===== config.mk =====
export PLATFORM = sky130hd
export DESIGN_NAME = pll_lock_supervisor
export DESIGN_NICKNAME = d
export VERILOG_FILES = /design/src/rtl/pll_sup_pkg.sv /design/src/rtl/sync_2ff.sv /design/src/rtl/pll_lock_supervisor.sv
export SDC_FILE = /design/constraint.sdc
export NUM_CORES = 1
export LEC_CHECK = 0
export BUFFER_PORTS_ARGS = -buffer_cell sky130_fd_sc_hd__buf_2
export CAP_MARGIN = 20
export CORE_MARGIN = 3
export CORE_UTILIZATION = 40
export DETAILED_ROUTE_END_ITERATION = 7
export GPL_TIMING_DRIVEN = 0
export SLEW_MARGIN = 20
export SYNTH_ARGS = -nofsm -noshare
export SYNTH_HDL_FRONTEND = slang
export SYNTH_SLANG_ARGS = --single-unit

===== constraint.sdc =====
create_clock -name clkin -period 7.65 [get_ports clkin]
set_input_delay 0.3825 -clock clkin [delete_from_list [all_inputs] [get_ports clkin]]
set_output_delay 0.3825 -clock clkin [all_outputs]
set_load 0.02 [all_outputs]

===== src/rtl/pll_sup_pkg.sv =====
// Shared types for the PLL lock supervisor: sequencer state encoding and counter widths.
// Imported by pll_lock_supervisor; no logic lives here.
package pll_sup_pkg;

  typedef enum logic [2:0] {
    PLL_RST   = 3'd0,
    WAIT_LOCK = 3'd1,
    STABLE    = 3'd2,
    RUN       = 3'd3,
    FAULT     = 3'd4
  } pll_sup_state_t;

  localparam int RETRY_W = 4;
  localparam int LOSS_W  = 16;

endpackage


===== src/rtl/sync_2ff.sv =====
// Generic 2-flop single-bit synchroniser; q follows d after 2 clk edges.
// Synchronous active-high reset clears both stages to 0.
module sync_2ff (
  input  logic clk,
  input  logic reset,
  input  logic d,
  output logic q
);

  logic meta;

  always_ff @(posedge clk) begin
    if (reset) begin
      meta <= 1'b0;
      q    <= 1'b0;
    end else begin
      meta <= d;
      q    <= meta;
    end
  end

endmodule


===== src/rtl/pll_lock_supervisor.sv =====
// rPLL reset/lock sequencer on the reference clock; gates the pixel-domain reset on stable lock.
// Optional lock_loss_cnt output when LOCK_LOSS_COUNTER_EN is defined; lock decisions lag pll_lock by 2 cycles.
module pll_lock_supervisor
  import pll_sup_pkg::*;
#(
  parameter int PLL_RST_CYCLES      = 25,
  parameter int LOCK_TIMEOUT_CYCLES = 250000,
  parameter int LOCK_STABLE_CYCLES  = 2500,
  parameter int MAX_RETRIES         = 3
) (
  input  logic               clkin,
  input  logic               reset,
  input  logic               pll_lock,
  input  logic               force_relock,
  output logic               pll_reset,
  output logic               user_rst,
  output logic               pll_ready,
  output logic               fault,
  output logic [RETRY_W-1:0] retry_cnt
`ifdef LOCK_LOSS_COUNTER_EN
  ,
  output logic [LOSS_W-1:0]  lock_loss_cnt
`endif
);

  localparam int MAX_P = (PLL_RST_CYCLES > LOCK_TIMEOUT_CYCLES)
                       ? ((PLL_RST_CYCLES > LOCK_STABLE_CYCLES) ? PLL_RST_CYCLES : LOCK_STABLE_CYCLES)
                       : ((LOCK_TIMEOUT_CYCLES > LOCK_STABLE_CYCLES) ? LOCK_TIMEOUT_CYCLES : LOCK_STABLE_CYCLES);
  localparam int TW = $clog2(MAX_P) + 1;

  localparam logic [TW-1:0]      LD_RST  = TW'(PLL_RST_CYCLES - 1);
  localparam logic [TW-1:0]      LD_WAIT = TW'(LOCK_TIMEOUT_CYCLES - 1);
  localparam logic [TW-1:0]      LD_STB  = TW'(LOCK_STABLE_CYCLES - 1);
  localparam logic [RETRY_W:0]   MAX_R   = (RETRY_W + 1)'(MAX_RETRIES);

  pll_sup_state_t     state, state_nxt;
  logic [TW-1:0]      timer, timer_nxt, timer_cur, timer_ld;
  logic               fresh;
  logic               expired;
  logic               reload;
  logic               lock_s;
  logic [RETRY_W:0]   retry_sum;
  logic [RETRY_W-1:0] retry_nxt;

  sync_2ff u_lock_sync (
    .clk   (clkin),
    .reset (reset),
    .d     (pll_lock),
    .q     (lock_s)
  );

  always_comb begin
    state_nxt = state;
    retry_nxt = retry_cnt;
    // The first cycle after reset is the first PLL_RST cycle, so treat the timer as freshly loaded.
    timer_cur = fresh ? LD_RST : timer;
    expired   = (timer_cur == '0);
    retry_sum = {1'b0, retry_cnt} + (RETRY_W + 1)'(1);

    if (force_relock) begin
      state_nxt = PLL_RST;
      retry_nxt = '0;
    end else begin
      case (state)
        PLL_RST:   if (expired) state_nxt = WAIT_LOCK;
        WAIT_LOCK: begin
          if (lock_s) begin
            state_nxt = STABLE;
          end else if (expired) begin
            // Fault decision uses the unsaturated count so MAX_RETRIES = 15 still terminates.
            retry_nxt = retry_sum[RETRY_W] ? '1 : retry_sum[RETRY_W-1:0];
            state_nxt = (retry_sum > MAX_R) ? FAULT : PLL_RST;
          end
        end
        STABLE: begin
          if (!lock_s)      state_nxt = WAIT_LOCK;
          else if (expired) state_nxt = RUN;
        end
        RUN:       if (!lock_s) state_nxt = PLL_RST;
        FAULT:     state_nxt = FAULT;
        default:   state_nxt = PLL_RST;
      endcase
    end

    if (state_nxt == RUN) retry_nxt = '0;

    reload = force_relock || (state_nxt != state);
    case (state_nxt)
      PLL_RST:   timer_ld = LD_RST;
      WAIT_LOCK: timer_ld = LD_WAIT;
      STABLE:    timer_ld = LD_STB;
      default:   timer_ld = '0;
    endcase
    timer_nxt = reload ? timer_ld : (expired ? '0 : timer_cur - TW'(1));
  end

  always_ff @(posedge clkin) begin
    if (reset) begin
      state     <= PLL_RST;
      timer     <= '0;
      fresh     <= 1'b1;
      retry_cnt <= '0;
      pll_reset <= 1'b1;
      user_rst  <= 1'b1;
      pll_ready <= 1'b0;
      fault     <= 1'b0;
    end else begin
      state     <= state_nxt;
      timer     <= timer_nxt;
      fresh     <= 1'b0;
      retry_cnt <= retry_nxt;
      pll_reset <= (state_nxt == PLL_RST) || (state_nxt == FAULT);
      user_rst  <= (state_nxt != RUN);
      pll_ready <= (state_nxt == RUN);
      fault     <= (state_nxt == FAULT);
    end
  end

`ifdef LOCK_LOSS_COUNTER_EN
  logic loss_evt;
  assign loss_evt = (state == RUN) && !lock_s && !force_relock;

  always_ff @(posedge clkin) begin
    if (reset) begin
      lock_loss_cnt <= '0;
    end else if (loss_evt && (lock_loss_cnt != '1)) begin
      lock_loss_cnt <= lock_loss_cnt + LOSS_W'(1);
    end
  end
`endif

endmodule


; ---- Yosys cells after proc, flatten, opt, wreduce, memory -nomap -nowiden
; Index checks and enable logic that the tools add are counted.
[classes]
n_lt_le_gt_ge = 1
n_mux = 15
reduce_logical = 7
bitwise = 1
n_eq_ne = 10
add_sub_neg = 2
[op_table]
columns = operator, n
row1 = $mux 19, 3
row2 = $pmux 18 s3, 1
row3 = $mux 3, 8
row4 = $logic_not 19->1, 1
row5 = $sub 19x1->19 const B, 1
row6 = $pmux 3 s5, 1
row7 = $eq 3x2->1 const B, 4
row8 = $eq 3x1->1 const B, 2
row9 = $eq 3x3->1 const B, 2
row10 = $logic_not 3->1, 2
row11 = $add 4x1->5 const B, 1
row12 = $gt 5x2->1 const B, 1
row13 = $mux 4, 1
row14 = $ne 3x2->1 const B, 1
row15 = $ne 3x3->1, 1
row16 = $reduce_and 3->1, 1
row17 = $reduce_or 3->1, 1
row18 = $logic_or 1x1->1, 2
row19 = $mux 1, 1
row20 = $not 1->1, 1
[word_totals]
input_bits = 4
output_inout_bits = 8
ff_bits = 33
word_cells = 46

; ---- Longest topological paths before layout
; Gate-level depths: netlist of run 1.
[logic_depth]
word_depth = 10
depth_mapped = 12
depth_no_buf = 9

; ---- Cells and area by module
; Synthesis of run 1 repeated with hierarchy kept, for this count alone.
[unflattened]
cells_unflattened = 211
area_unflattened_um2 = 1856.8
[modules_own_cells]
columns = module, cells_per_inst, n_inst, area_per_inst_um2
row1 = pll_lock_supervisor, 207, 1, 1804.2
row2 = sync_2ff, 4, 1, 52.6

; ---- Least setup slack after synthesis of run 1
; No wires, ideal clock.
[synth_path]
kind = register -> register
startpoint = register fresh
endpoint = register timer[0]
setup_time_ns = 0.124
arrival_ns = 2.416
setup_slack_ns = 5.111
path_stages_with_launch = 13
synth_period_minus_slack_ns = 2.539
path_cell_list = dfxtp_1 -> buf_6 -> clkinv_1 -> clkbuf_1 -> nand2_1 -> ha_1 -> nor3b_1 -> o211ai_1 -> o311a_1 -> nand2_1 -> or2_2 -> buf_6 -> o21ai_0
[synth_between]
elab_chain_len = 9
elab_cells_between_ends = 18
classes_between = add/sub: 1 / eq/ne: 3 / mux: 11 / reduce/logical: 3
[synth_rtl]
columns = element, line
row1 = "start, declared", pll_lock_supervisor.sv:38  ; logic fresh;
row2 = "start signal, assigned", pll_lock_supervisor.sv:101  ; fresh <= 1'b1;
row3 = "start signal, assigned", pll_lock_supervisor.sv:110  ; fresh <= 1'b0;
row4 = $mux 19 (*), pll_lock_supervisor.sv:56  ; timer_cur = fresh ? LD_RST : timer;
row5 = $logic_not 19->1, pll_lock_supervisor.sv:57  ; expired = (timer_cur == '0);
row6 = "$mux 3, on equally long branches", "pll_lock_supervisor.sv:77, pll_lock_supervisor.sv:69"
row7 = "$mux 3, on equally long branches", "pll_lock_supervisor.sv:76, pll_lock_supervisor.sv:67"
row8 = $pmux 3 s5, pll_lock_supervisor.sv:64  ; case (state)
row9 = $mux 3, pll_lock_supervisor.sv:60  ; if (force_relock) begin
row10 = $eq 3x2->1 (tied with other cells), pll_lock_supervisor.sv:88  ; case (state_nxt)
row11 = $pmux 18 s3 or $logic_or 1x1->1 (tied branches), "pll_lock_supervisor.sv:88, pll_lock_supervisor.sv:87"
row12 = $mux 19 (*), pll_lock_supervisor.sv:94  ; timer_nxt = reload ? timer_ld : (expired ? '0 : timer_cur - TW'(1));
row13 = "end signal, assigned", pll_lock_supervisor.sv:109  ; timer <= timer_nxt;
row14 = "end, declared", pll_lock_supervisor.sv:37  ; logic [TW-1:0] timer, timer_nxt, timer_cur, timer_ld;
; Every way passes the cells marked *; elsewhere a longest branch is shown, timed or not.
; A chain may end at the register's enable or synchronous reset.

; ---- Worst setup path in the final report of run 1
; Ends and elaborated chain as after synthesis.

==> flow_summary.toml, run 1 <==
[synth]
netlist_area_sq_mm = 0.00183
syn_inst = 219
ys_types = 52
ys_seq_area_share_pct = 36.1
synth_nets = 227
yosys.area.top_type_share_pct = 36.1
yosysWarnings = 0
yosysTopAreaCell = "dfxtp_1"
synth_ff_type = "dfxtp_1"
ys_ff_latch = 33
ys_top_cells_by_area = "dfxtp_1, nor2_1, nor3_1"
async_flop_share_pct = 0
synth-edff-count = 0
syn_area_per_cell_sq_um = 8.35

[clock_network]
clock_latency_ns = 0.28
cts-root-buf = "clkbuf_8"
cts_max_path_buffers = 2
hold_buffers = 0
cts.sinks = 33
cts_tree = "built"
cts_buffers = 5
path_clk_slew_ns = 0.07
cts_resized = 0
postCtsSetupBuffers = 0
cts_max_level = 2

[routing]
via_count = 1655
wl_per_cell_microns = 14.2
dr.pass1.iters = 4
drc = 0
drtIter0Drc = 92
drtAntennaViolNets = 0
viasPerCell = 5.77
routed_wl_microns = 4080

[global_route]
antenna_found_initial = 0
grt_start_max_net_pins = 12
grt_pass1_wl_microns = 7130
track_usage_pct = 16.9
grt_pass1_vias = 1481
grt_overflow_total = 0

[timing]
fin_tns_setup_ns = 0
tightest_slew_ns = 0.593
hold_viol_final = 0
setup_violations = 0
min_period_ns = 3.18
fin_crit_sh_pct = 41.5
grt_setup_unrepaired = "false"
timing.fmax_ghz = 0.315
slew_headroom_pct = 60.3
fin_skew_ns = 0.00199
slew_viol_final = 0

[placed_design]
place_hpwl_microns = 2920
gp_congestion = 0.804
io_buffers = 10

[hold_path]
hold_path_class = "input port to flop"

[pwr]
p_leak_nw = 0.760
ir_worst_vdd_mv = 0.108
p_total_mw = 0.492
power.density_mw_per_mm2 = 237

[die]
start_util_pct = 43.5
die_h_microns = 73.6
core-area_sq_mm = 0.00420
rows = 23
boundaryPins = 12
die_area_sq_mm = 0.00542
fp.dieW_microns = 73.6

[layout]
drive_gt1_share_pct = 16.0
fillers = 414
layout_commonest_cell = "dfxtp_1"
layout_common_cells = "dfxtp_1, nor2_1, nand2_1, nor3_1, o21ai_0"
antennaDiodeCount = 0
nNetsFinal = 244
areaGrowthSynthToFinish_pct = 13.5

[critical_path]
cp_data_required_time_ns = 7.82
critPathCaptureType = "flop"
crit_type = "flop to flop"
slowest_stage = "o311a_1"
cp_slowest_stage_delay_ns = 0.43
path_max_fanout = 10
worstPathArrival_ns = 3.34
path_cells = "buf_6 > clkinv_1 > clkbuf_1 > nand2_1 > ha_1 > nor3b_1 > o211ai_1 > o311a_1 > nand2_1 > or2_2 > buf_6 > o21ai_0"
critPathLaunchType = "flop"

[status]
outcome = "complete, no violations"

[job]
maxCapViolations = 0
## layer usage
| layer | global-route usage, % | vias up | part of all wire [%] |
|---|---|---|---|
| li1 | - | 835 | - |
| met1 | 24.1 | 785 | 51 |
| met2 | 24.3 | 30 | 44 |
| met3 | 4.79 | 5 | 4.4 |
| met4 | 5.43 | 0 | 0.98 |
| met5 | 0 | - | 0 |
## path summary, 6_finish.rpt
kind,cells past startpoint,end,startpoint,slack [ns]
hold / removal,2,u_lock_sync.meta,pll_lock,0.31
setup reg to reg,12,timer[0],fresh,4.47
hold reg to reg,1,u_lock_sync.q,u_lock_sync.meta,0.44
setup / recovery,12,timer[0],fresh,4.47
## sequential cells by signal, summed over array words and instances, names as in the netlist
| signal | count |
|---|---|
| u_lock_sync.q | 1 |
| retry_cnt | 4 |
| state | 3 |
| user_rst | 1 |
| u_lock_sync.meta | 1 |
| fault | 1 |
| fresh | 1 |
| pll_reset | 1 |
| timer | 19 |
| pll_ready | 1 |
## cells by family after synthesis
kind of cell	synth area share, %
adder cells (fa/ha/maj)	2.74
AND/OR/NAND/NOR	29.8
multiplexers	0.548
AO/OA/AOI/OAI	22.5
buffers and inverters	4.93
flip-flops	36.1
XOR/XNOR	3.35
## critical path: cells and delay by family (launching register included)
family / cells / cell delay, ns
buf+inv: 4 / 0.86
compound gates: 3 / 0.72
flops: 1 / 0.32
fa+ha+maj: 1 / 0.16
simple gates: 4 / 0.98
## layout make-up
type	instances	area, sq um	share of cell area, %
tap	50	62.6	3.02
clock inverter	3	65.1	3.14
sequential	33	661	31.8
buffer	11	56.3	2.71
inverter	9	33.8	1.63
clock buffer	5	68.8	3.32
timing repair buffer	10	50.0	2.41
multi-input combinational	166	1080	51.9
## power breakdown
| group | total [mW] | switching, mW | internal [mW] |
|---|---|---|---|
| Sequential | 0.193 | 0.0112 | 0.182 |
| Combinational | 0.102 | 0.0596 | 0.0425 |
| Clock | 0.197 | 0.0674 | 0.129 |
## synthesized netlist by cell type (all sizes together), types with 2 or more instances
cell,number
nor3,16
nor2b,6
nor4,4
buf,2
nand2,18
dfxtp,33
o21ai,19
o31ai,4
nand4,5
ha,4
xnor2,6
o211ai,4
nor3b,2
a32oi,2
nand3,9
or3,3
o21a,3
o311a,2
or2,2
inv,8
nor2,20
a31oi,6
clkbuf,9
nand2b,2
a21oi,10
## metrics by stage
| step | util, % | instance area, sq um | worst slack, ns | hold WS [ns] | std cells |
|---|---|---|---|---|---|
| after floorplan | - | 1830 | 5.11 | 0.410 | 219 |
| after CTS | 49.4 | 2070 | 4.48 | 0.298 | 287 |
| final | 49.4 | 2070 | 4.47 | 0.308 | 287 |
| after global routing | 49.4 | 2070 | 4.21 | 0.308 | 287 |
| after detailed placement | 46.2 | 1940 | 4.49 | 0.428 | 279 |
| after global placement | 46.2 | 1940 | 4.49 | 0.416 | 279 |
No activity file was read; power rests on OpenSTA's default activity.
==> run 2: changes to the inputs <==
- ABC_AREA: not set -> 1
- clock period: 7.65 -> 2.7 ns (I/O delays scaled with it)
==> run 2 against run 1 <==
Die area is 8.3% higher. Largest power group is now registers. Combinational power is 110% higher. Sequential share of layout area is 2.6 points lower. Global-route usage is 0.57 points higher. Largest cell class unchanged.
==> flow_summary.toml, run 2 <==
[die]
fp.dieW_microns = 76.6
die_area_sq_mm = 0.00587
start_util_pct = 41.9
boundaryPins = 12
die_h_microns = 76.6
rows = 25
core-area_sq_mm = 0.00475

[critical_path]
ff2ff_path_depth = 15
crit_start = "fresh"
crit_type = "flop to flop"
critPathLaunchType = "flop"
path_cells = "inv_2 > buf_6 > buf_2 > nand2_1 > ha_1 > nand2_2 > nor2_2 > nand3_2 > nor2_1 > nand3_1 > nand3b_1 > inv_2 > buf_2 > nand4_1 > a21oi_1"
path_max_fanout = 10
reg2reg_slack_ns = 0.24
timing.rr.start = "fresh"
worstPathArrival_ns = 2.67
cp_slowest_stage_delay_ns = 0.34
slowest_stage = "dfxtp_1"
cp_data_required_time_ns = 2.91
critPathCaptureType = "flop"

[synth]
synth_most_common_cell = "nand2_1"
synth-edff-count = 0
syn_inst = 284
syn_area_per_cell_sq_um = 7.02
synth_ff_type = "dfxtp_1"
ys_seq_area_share_pct = 33.1
synth_nets = 292
yosys.area.top_type_share_pct = 33.1
ys_types = 32
yosysTopAreaCell = "dfxtp_1"
ys_ff_latch = 33
yosysWarnings = 0
yosys-top-cells-count = "nand2_1, nor2_1, dfxtp_1"
async_flop_share_pct = 0
ys_top_cells_by_area = "dfxtp_1, nand2_1, nor2_1"
netlist_area_sq_mm = 0.00199

[timing]
fin_tns_setup_ns = 0
fin_skew_ns = 0.00813
hold_viol_final = 0
fin_crit_sh_pct = 91.0
grt_setup_unrepaired = "false"
tightest_slew_ns = 0.752
min_period_ns = 2.46
slew_headroom_pct = 49.5
setup_violations = 0
timing.fmax_ghz = 0.407
slew_viol_final = 0

[status]
outcome = "complete, no violations"

[routing]
wl_per_cell_microns = 12.5
drtIter0Drc = 123
drtAntennaViolNets = 0
routed_wl_microns = 4640
via_count = 1836
viasPerCell = 4.95
dr.pass1.iters = 4
drc = 0

[global_route]
grt_pass1_vias = 1791
antenna_found_initial = 0
grt_start_max_net_pins = 12
grt_overflow_total = 0
track_usage_pct = 17.5
grt_pass1_wl_microns = 8120

[layout]
layout_commonest_cell = "nand2_1"
top_register = "timer"
layout_common_cells = "nand2_1, nor2_1, dfxtp_1, inv_1, a21oi_1"
nNetsFinal = 311
drive_gt1_share_pct = 18.4
largestRegisters = "timer (19), retry_cnt (4), state (3)"
layoutNonFillerInstCount = 371
areaGrowthSynthToFinish_pct = 13.5
largest_reg_flops = 19
antennaDiodeCount = 0

[clock_network]
cts_max_level = 2
cts_tree = "built"
clock_latency_ns = 0.29
cts-root-buf = "clkbuf_8"
cts_max_path_buffers = 2
path_clk_slew_ns = 0.07
cts_buffers = 5
cts.sinks = 33

[hold_path]
whs_path_depth = 3
hold_start = "pll_lock"
hold_path_class = "input port to flop"

[pwr]
p_total_mw = 1.24
p_leak_nw = 1.01
power.density_mw_per_mm2 = 547
ir_worst_vdd_mv = 0.290

[placed_design]
dp.cells = 362
io_buffers = 11
gp_congestion = 0.855
place_hpwl_microns = 3530

[job]
maxCapViolations = 0
==> run 2: cell count changes in the layout (fill, tap and decap cells not counted), sizes merged, moves of 6 or more <==
| cell | change |
|---|---|
| xor2 | +8 |
| nand3 | +6 |
| nand2 | +48 |
| nor2 | +31 |
| clkbuf | -6 |
| nor2b | -6 |
| a21oi | +7 |
| inv | +20 |
| nand4 | +11 |
| nor3 | -10 |
==> run 2: worst paths after layout <==
kind,end
max reg2reg,timer[2]
max,timer[2]
min,u_lock_sync.meta
min reg2reg,u_lock_sync.q
==> run 2: cell type report <==
class / instances / area [sq um]
clock inverter: 2 / 37.5
timing repair buffer: 12 / 65.1
inverter: 28 / 105
clock buffer: 6 / 82.6
multi-input combinational: 215 / 1170
buffer: 8 / 55.1
sequential: 33 / 661
tap: 67 / 83.8
fill: 512 / 2490
==> run 2: per-stage QoR <==
step	util [%]	setup slack [ns]	hold WS, ns	cell area, sq um
4_1_cts	47.6	0.255	0.0433	2260
2_1_floorplan	-	0.631	0.163	1990
5_1_grt	47.6	0.00511	0.0459	2260
3_5_place_dp	44.8	0.273	0.273	2130
6_report	47.6	0.244	0.0455	2260
3_3_place_gp	44.8	0.264	0.270	2130
==> run 2: worst max-delay path: cells and delay by family (launching register included) <==
family | cells | cell delay [ns]
adders and majority gates | 1 | 0.21
DFF | 1 | 0.34
and+or+nand+nor | 8 | 0.74
buffers and inverters | 5 | 0.91
AOI/OAI and AO/OA | 1 | 0.16
==> run 2: where the power goes <==
| group | total [mW] | leakage [nW] | switching [mW] | internal [mW] |
|---|---|---|---|---|
| clock | 0.501 | 0.0574 | 0.201 | 0.300 |
| sequential | 0.520 | 0.269 | 0.0126 | 0.508 |
| combinational | 0.216 | 0.679 | 0.139 | 0.0768 |
| total | 1.24 | 1.01 | 0.352 | 0.885 |
==> run 2: metal layers <==
metal	vias to the layer above	part of all wire [%]	global-route usage [%]
met4	0	1.6	5.98
met3	7	5.1	5.08
met5	-	0	0
li1	963	-	-
met2	50	47	28.9
met1	816	46	21.6
==> run 2: repair_timing <==
| action | CTS | global route |
|---|---|---|
| hold buffers | 1 | 0 |
| hold endpoints to repair | 1 | 0 |
| resized for setup | 0 | 0 |
| setup buffers | 0 | 0 |
==> run 2: cell families after synthesis <==
kind of cell,synth area share (%)
AOI/OAI and AO/OA,10.2
adders and majority gates,2.51
and+or+nand+nor,39.5
DFF,33.1
xor gates and xnor gates,6.59
buffers and inverters,8.03
